===== config.mk =====
export PLATFORM = sky130hd
export DESIGN_NAME = multicycle_lookahead_subtractor
export DESIGN_NICKNAME = d
export VERILOG_FILES = /design/src/rtl/multicycle_lookahead_subtractor.sv
export SDC_FILE = /design/constraint.sdc
export NUM_CORES = 1
export LEC_CHECK = 0
export ABC_AREA = 1
export ABC_CLOCK_PERIOD_IN_PS = 11100
export BUFFER_PORTS_ARGS = -buffer_cell sky130_fd_sc_hd__buf_2
export CORE_MARGIN = 2
export CORE_UTILIZATION = 57
export DETAILED_ROUTE_END_ITERATION = 16
export GPL_ROUTABILITY_DRIVEN = 0
export PLACE_DENSITY = 0.89
export SYNTH_ARGS = -nofsm -noshare
export SYNTH_HDL_FRONTEND = slang
export SYNTH_SLANG_ARGS = --single-unit

===== constraint.sdc =====
create_clock -name i_clk -period 11.1 [get_ports i_clk]
set_input_delay 0 -clock i_clk [delete_from_list [all_inputs] [get_ports i_clk]]
set_output_delay 0 -clock i_clk [all_outputs]
set_load 0.005 [all_outputs]

===== src/rtl/multicycle_lookahead_subtractor.sv =====
// Multi-cycle subtractor: A - B computed one CHUNK-bit lookahead slice per clock.
// Optional signed-overflow flag enabled by defining SUB_OVERFLOW_EN.
module multicycle_lookahead_subtractor #(
  parameter int WIDTH = 32,
  parameter int CHUNK = 8
) (
  input  logic             i_clk,
  input  logic             i_rst_n,
  input  logic             i_valid,
  output logic             o_ready,
  input  logic [WIDTH-1:0] i_minuend,
  input  logic [WIDTH-1:0] i_subtrahend,
  output logic             o_valid,
  input  logic             i_ready,
  output logic [WIDTH-1:0] o_diff,
  output logic             o_borrow,
  output logic             o_zero,
  output logic             o_overflow
);

  localparam int N  = WIDTH / CHUNK;
  localparam int KW = (N > 1) ? $clog2(N) : 1;

  typedef enum logic [1:0] {
    IDLE,
    RUN,
    DONE
  } state_t;

  state_t state_q, state_d;

  logic [KW-1:0]    k_q, k_d;
  logic [WIDTH-1:0] a_q, a_d;
  logic [WIDTH-1:0] nb_q, nb_d;
  logic [WIDTH-1:0] diff_q, diff_d;
  logic             carry_q, carry_d;
  logic             borrow_q, borrow_d;
  logic             zero_q, zero_d;
`ifdef SUB_OVERFLOW_EN
  logic             ovf_q, ovf_d;
`endif

  logic [CHUNK-1:0] sliceA;
  logic [CHUNK-1:0] sliceB;
  logic [CHUNK-1:0] sliceG;
  logic [CHUNK-1:0] sliceP;
  logic [CHUNK-1:0] sliceSum;
  logic             carryChain;
  logic [WIDTH-1:0] diffMerged;
  logic             lastSlice;

  // Operands shift right each cycle, so the active slice always sits in the low CHUNK bits.
  always_comb begin
    sliceA     = a_q[CHUNK-1:0];
    sliceB     = nb_q[CHUNK-1:0];
    sliceG     = sliceA & sliceB;
    sliceP     = sliceA | sliceB;
    sliceSum   = '0;
    carryChain = carry_q;
    for (int i = 0; i < CHUNK; i++) begin
      sliceSum[i] = sliceA[i] ^ sliceB[i] ^ carryChain;
      carryChain  = sliceG[i] | (sliceP[i] & carryChain);
    end
  end

  // Result fills from the top; after N slices slice 0 has reached the LSBs.
  always_comb begin
    diffMerged                   = diff_q >> CHUNK;
    diffMerged[WIDTH-1 -: CHUNK] = sliceSum;
  end

  assign lastSlice = (k_q == KW'(N - 1));

  always_comb begin
    state_d  = state_q;
    k_d      = k_q;
    a_d      = a_q;
    nb_d     = nb_q;
    diff_d   = diff_q;
    carry_d  = carry_q;
    borrow_d = borrow_q;
    zero_d   = zero_q;
`ifdef SUB_OVERFLOW_EN
    ovf_d    = ovf_q;
`endif
    case (state_q)
      IDLE: begin
        if (i_valid) begin
          a_d     = i_minuend;
          nb_d    = ~i_subtrahend;
          carry_d = 1'b1;
          k_d     = '0;
          state_d = RUN;
        end
      end
      RUN: begin
        a_d     = a_q >> CHUNK;
        nb_d    = nb_q >> CHUNK;
        diff_d  = diffMerged;
        carry_d = carryChain;
        k_d     = k_q + KW'(1);
        if (lastSlice) begin
          k_d      = '0;
          state_d  = DONE;
          borrow_d = ~carryChain;
          zero_d   = (diffMerged == '0);
`ifdef SUB_OVERFLOW_EN
          // The top slice holds the operand MSBs; B's MSB is the inverse of the stored ~B.
          ovf_d    = (sliceA[CHUNK-1] != ~sliceB[CHUNK-1]) &&
                     (sliceSum[CHUNK-1] != sliceA[CHUNK-1]);
`endif
        end
      end
      DONE: begin
        if (i_ready) begin
          state_d = IDLE;
        end
      end
      default: begin
        state_d = IDLE;
      end
    endcase
  end

  always_ff @(posedge i_clk) begin
    if (!i_rst_n) begin
      state_q  <= IDLE;
      k_q      <= '0;
      a_q      <= '0;
      nb_q     <= '0;
      diff_q   <= '0;
      carry_q  <= 1'b0;
      borrow_q <= 1'b0;
      zero_q   <= 1'b0;
`ifdef SUB_OVERFLOW_EN
      ovf_q    <= 1'b0;
`endif
    end else begin
      state_q  <= state_d;
      k_q      <= k_d;
      a_q      <= a_d;
      nb_q     <= nb_d;
      diff_q   <= diff_d;
      carry_q  <= carry_d;
      borrow_q <= borrow_d;
      zero_q   <= zero_d;
`ifdef SUB_OVERFLOW_EN
      ovf_q    <= ovf_d;
`endif
    end
  end

  assign o_ready    = (state_q == IDLE);
  assign o_valid    = (state_q == DONE);
  assign o_diff     = diff_q;
  assign o_borrow   = borrow_q;
  assign o_zero     = zero_q;
`ifdef SUB_OVERFLOW_EN
  assign o_overflow = ovf_q;
`else
  assign o_overflow = 1'b0;
`endif

endmodule


Word level (Yosys, flattened, before mapping)
Cells that the tools add are included.
{"block": "classes", "n_addsub": 1, "mul": 0, "div_mod_pow": 0, "magnitude_cmp": 0, "n_eq_ne": 6, "n_shift": 0, "muxes": 13, "n_bitwise": 36, "n_reduce_logical": 6}
{"operator": "$pmux W32 S2", "n": 2}
{"operator": "$mux W32", "n": 2}
{"operator": "$logic_not A32 Y1", "n": 1}
{"operator": "$not A32 Y32", "n": 1}
{"operator": "$xor A1 B1 Y1", "n": 16}
{"operator": "$mux W2", "n": 5}
{"operator": "$and A1 B1 Y1", "n": 8}
{"operator": "$and A8 B8 Y8", "n": 1}
{"operator": "$or A1 B1 Y1", "n": 8}
{"operator": "$or A8 B8 Y8", "n": 1}
{"operator": "$pmux W2 S3", "n": 1}
{"operator": "$eq A2 B2 Y1 const B", "n": 2}
{"operator": "$ne A2 B2 Y1 const B", "n": 2}
{"operator": "$pmux W2 S2", "n": 1}
{"operator": "$reduce_and A2 Y1", "n": 2}
{"operator": "$reduce_and A3 Y1", "n": 1}
{"operator": "$add A2 B1 Y2 const B", "n": 1}
{"operator": "$eq A2 B1 Y1 const B", "n": 1}
{"operator": "$logic_not A2 Y1", "n": 1}
{"operator": "$ne A2 B1 Y1 const B", "n": 1}
{"operator": "$pmux W1 S2", "n": 1}
{"operator": "$reduce_bool A2 Y1", "n": 1}
{"operator": "$mux W1", "n": 1}
{"operator": "$not A1 Y1", "n": 1}
{"block": "word_totals", "ff_bits": 103, "latch_bits": 0, "ram_bits": 0, "romBits": 0, "input_bits": 68, "out_inout_bits": 37, "wordCells": 70, "n_memories": 0}

Depth between registers and ports, before layout
{"block": "depth", "depth_word": 18, "mapped_depth": 19, "depth_no_buf": 19}

Least setup slack after synthesis
Ideal clock, no wire load.
{"block": "synth_timing", "kind": "flip-flop to flip-flop", "from": "reg a_q[0]", "to": "reg zero_q, in the netlist o_zero", "setup_time_ns": 0.128, "arrival_time_ns": 3.439, "required_time_ns": 10.972, "slack_ns": 7.534, "path_stages_with_launch": 20, "path_buffers": 0, "period_less_slack_ns": 3.566, "cell_sequence": "dfxtp_1 -> inv_1 -> fa_1 -> inv_1 -> fa_1 -> fa_1 -> fa_1 -> fa_1 -> inv_1 -> fa_1 -> inv_1 -> fa_1 -> inv_1 -> fa_1 -> nand2_1 -> nor2_1 -> nand3_1 -> nor2_1 -> nor2_1 -> nor2_1"}
{"block": "synth_via", "elab_chain_len": 17, "word_cells_on_any_way": 26, "classes_between": "25 x bitwise; 1 x reduce/logical"}
{"element": "start, declared", "line": "33", "rtl": "logic [WIDTH-1:0] a_q, a_d;"}
{"element": "start signal, assigned", "line": "129", "rtl": "a_q <= '0;"}
{"element": "start signal, assigned", "line": "141", "rtl": "a_q <= a_d;"}
{"element": "$or A8 B8 Y8", "line": "57", "rtl": "sliceP = sliceA | sliceB;"}
{"element": "$and A1 B1 Y1", "line": "62", "rtl": "carryChain = sliceG[i] | (sliceP[i] & carryChain);"}
{"element": "$or A1 B1 Y1", "line": "62"}
{"element": "$and A1 B1 Y1", "line": "62"}
{"element": "$or A1 B1 Y1", "line": "62"}
{"element": "$and A1 B1 Y1", "line": "62"}
{"element": "$or A1 B1 Y1", "line": "62"}
{"element": "$and A1 B1 Y1", "line": "62"}
{"element": "$or A1 B1 Y1", "line": "62"}
{"element": "$and A1 B1 Y1", "line": "62"}
{"element": "$or A1 B1 Y1", "line": "62"}
{"element": "$and A1 B1 Y1", "line": "62"}
{"element": "$or A1 B1 Y1", "line": "62"}
{"element": "$and A1 B1 Y1", "line": "62"}
{"element": "$or A1 B1 Y1", "line": "62"}
{"element": "$xor A1 B1 Y1", "line": "61", "rtl": "sliceSum[i] = sliceA[i] ^ sliceB[i] ^ carryChain;"}
{"element": "$logic_not A32 Y1 (*)", "line": "106", "rtl": "zero_d = (diffMerged == '0);"}
{"element": "end signal, assigned", "line": "146", "rtl": "zero_q <= zero_d;"}
{"element": "end, declared", "line": "38", "rtl": "logic zero_q, zero_d;"}
Every way passes the cells marked *; elsewhere a longest branch is shown, timed or not.
A chain may end at the register's enable or synchronous reset.

Worst setup path after layout
{"block": "layout_timing", "from": "reg carry_q", "to": "reg zero_q, in the netlist o_zero"}
{"block": "layout_via", "elab_chain_len": 16, "word_cells_on_any_way": 23, "classes_between": "22 x bitwise; 1 x reduce/logical"}
{"element": "start, declared", "line": "36", "rtl": "logic carry_q, carry_d;"}
{"element": "start signal, assigned", "line": "144", "rtl": "carry_q <= carry_d;"}
{"element": "$and A1 B1 Y1", "line": "62"}
{"element": "$or A1 B1 Y1", "line": "62"}
{"element": "$and A1 B1 Y1", "line": "62"}
{"element": "$or A1 B1 Y1", "line": "62"}
{"element": "$and A1 B1 Y1", "line": "62"}
{"element": "$or A1 B1 Y1", "line": "62"}
{"element": "$and A1 B1 Y1", "line": "62"}
{"element": "$or A1 B1 Y1", "line": "62"}
{"element": "$and A1 B1 Y1", "line": "62"}
{"element": "$or A1 B1 Y1", "line": "62"}
{"element": "$and A1 B1 Y1", "line": "62"}
{"element": "$or A1 B1 Y1", "line": "62"}
{"element": "$and A1 B1 Y1", "line": "62"}
{"element": "$or A1 B1 Y1", "line": "62"}
{"element": "$xor A1 B1 Y1", "line": "61"}
{"element": "$logic_not A32 Y1 (*)", "line": "106"}
Marks and branches as above.

==> impl_metrics.yaml <==
run_status:
  status: "complete, no violations"
floorplan:
  fp.dieH_um: 91.9
  io_pins: 105
  die-width_um: 91.9
  start_util: 0.579
  dieArea_um2: 8450
  core_area_um2: 7610
  rows: 32
timing:
  rsz0062_at_grt: "false"
  period_share: 0.347
  fin_ws_ns: 7.25
  worstMarginPinSlew_ns: 1.05
  skew_ns: 0.0218
  setup_violations: 0
  fin_tns_setup_ns: 0
  slew_viol_final: 0
  max_freq_mhz: 260
  period_needed_ns: 3.85
  final-hold-violation-count: 0
  relSlewSlack: 0.302
grt:
  grt_pass1_vias: 4442
  grt_max_degree: 99
  grt_pass1_wl_um: 21000
  antenna_found_initial: 0
  grtUsageTotal: 0.313
  overflow: 0
finish:
  diodes: 0
  syn2layout_area_growth_pct: 26.2
  postLayoutCellArea_um2: 5560
  instances_no_fill: 785
  drive_above_1_share: 0.199
  finalNetCount: 755
  final_cell_mix: "103 x dfxtp_1, 103 x buf_2, 99 x o21ai_0"
  fillers: 523
synthesis:
  synth-seq-cells: 103
  avgSynthCellArea_um2: 7.87
  syn_area_um2: 4410
  seq_area_frac_synth: 0.468
  synth_area_leaders: "dfxtp_1 47%, o21ai_0 11%, a21oi_1 8.5%"
  syn-num-nets: 637
  synth_cells: 560
  ys_warn_count: 0
  ys_types: 21
  synth_top_cell_by_area: "dfxtp_1"
  synth_top_area_share: 0.468
clock_tree:
  cts_buffers: 9
  cts_root_buffer: "clkbuf_8"
  clk_pin_slew_ns: 0.10
  ctsHtreeMaxLevel: 3
  insertion_delay_ns: 0.37
  cts_buffer_depth: 2
  postCtsSetupRepairBufs: 0
  tritoncts: "built"
  cts_sinks: 103
drt:
  postRouteAntennaNets: 0
  wirelength_um: 13200
  met3_length_um: 1050
  routed_via_density: 5.78
  top_layer: "met4"
  route.detailed.drc: 0
  drt-wirelength-per-cell_um: 16.8
  drt-met1-wl_um: 4970
  drt_first_pass_iters: 5
  num_vias: 4535
  drtIter0Drc: 425
  met2_wirelength_um: 6620
critical_path:
  start_kind: "flip-flop"
  crit_required_ns: 11.33
  crit_arrival_ns: 4.08
  cp-end-kind: "flip-flop"
  path_class: "reg2reg"
  critPathMaxFanout: 2
power:
  power_density_nw_per_um2: 154
  max-vdd-ir-drop_mv: 0.0980
  power.leakage_nw: 2.42
placed_design:
  portBuffers: 103
  place_inst: 702
  dp_slack_ns: 7.30
  placed_cell_area_um2: 4680
  dp_hpwl_um: 6410
min_path:
  min_path_type: "in2reg"
flow_run:
  max-cap-violations: 0
==> cells by family (layout without fill, tap and decap cells) <==
group	Yosys count	count (layout)	share of synthesized area
buffers and inverters	86	209	0.106
AND/OR/NAND/NOR	157	157	0.148
AO/OA/AOI/OAI	204	204	0.238
other	1	1	0.000851
adder cells (fa/ha/maj)	9	9	0.0392
flip-flops	103	103	0.468
==> sequential cells by signal (all words and copies together) (netlist names) <==
| signal | cells |
|---|---|
| nb_q | 32 |
| carry_q | 1 |
| o_diff | 32 |
| o_borrow | 1 |
| k_q | 2 |
| a_q | 32 |
| o_zero | 1 |
| state_q | 2 |
==> timing repair <==
item / 4_1_cts / 5_1_grt
hold endpoints to repair: 63 / 0
resized for setup: 0 / 0
hold buffers: 67 / 0
==> cell usage after synthesis (all sizes together) <==
| cell type | count |
|---|---|
| dfxtp | 103 |
| o21ai | 105 |
| nand3 | 11 |
| o22ai | 24 |
| ha | 1 |
| nor2 | 75 |
| or2 | 9 |
| conb | 1 |
| a21oi | 75 |
| fa | 8 |
| clkbuf | 18 |
| nand2 | 61 |
| buf | 47 |
| nor3 | 1 |
| inv | 21 |
==> power breakdown <==
| part | internal [mW] | total, mW | switching [mW] |
|---|---|---|---|
| logic | 0.0722 | 0.170 | 0.0974 |
| clock network | 0.114 | 0.253 | 0.139 |
| registers | 0.406 | 0.431 | 0.0258 |
==> worst max-delay path, cell delays in order (launching register included) <==
cell     delay, ns
dfxtp_1       0.33
inv_1         0.07
fa_1          0.16
inv_1         0.05
fa_1          0.39
fa_1          0.39
fa_1          0.39
fa_1          0.38
inv_1         0.07
fa_1          0.15
inv_1         0.05
fa_1          0.35
inv_1         0.09
fa_1          0.45
nand2_1       0.09
nor2_1        0.05
nand3_1       0.07
nor2_1        0.05
nor2_1        0.09
nor2_1        0.05
==> final timing paths <==
check | to | from | slack (ns) | cells after the start
worst max-delay path | o_zero | carry_q | 7.25 | 19
worst min-delay path | nb_q[2] | i_subtrahend[2] | 0.001 | 4
worst max register to register | o_zero | carry_q | 7.25 | 19
worst min register to register | carry_q | carry_q | 0.48 | 2
==> area by class of cell <==
class	count	area [µm²]	area share
clock buffers	10	138	0.0247
inverters	21	78.8	0.0142
clock inverters	6	75.1	0.0135
multi-input cells	371	1880	0.338
flip-flops and latches	103	2060	0.371
well taps	102	128	0.0229
repair buffers	172	1200	0.216
==> per-layer routing <==
| layer | vias to the layer above | GRT usage |
|---|---|---|
| met4 | 0 | 0.143 |
| met2 | 283 | 0.564 |
| met5 | - | 0 |
| met1 | 2106 | 0.362 |
| li1 | 2086 | - |
| met3 | 60 | 0.0501 |
==> stage by stage <==
stage	power (mW)	utilization	hold slack [ns]
6_report	0.854	0.731	0.00130
4_1_cts	0.836	0.731	0.00407
3_3_place_gp	0.570	0.615	0.260
2_1_floorplan	0.544	-	0.165
5_1_grt	0.890	0.731	0.0105
3_5_place_dp	0.577	0.615	0.264
Power figures use the tool's default switching activity.
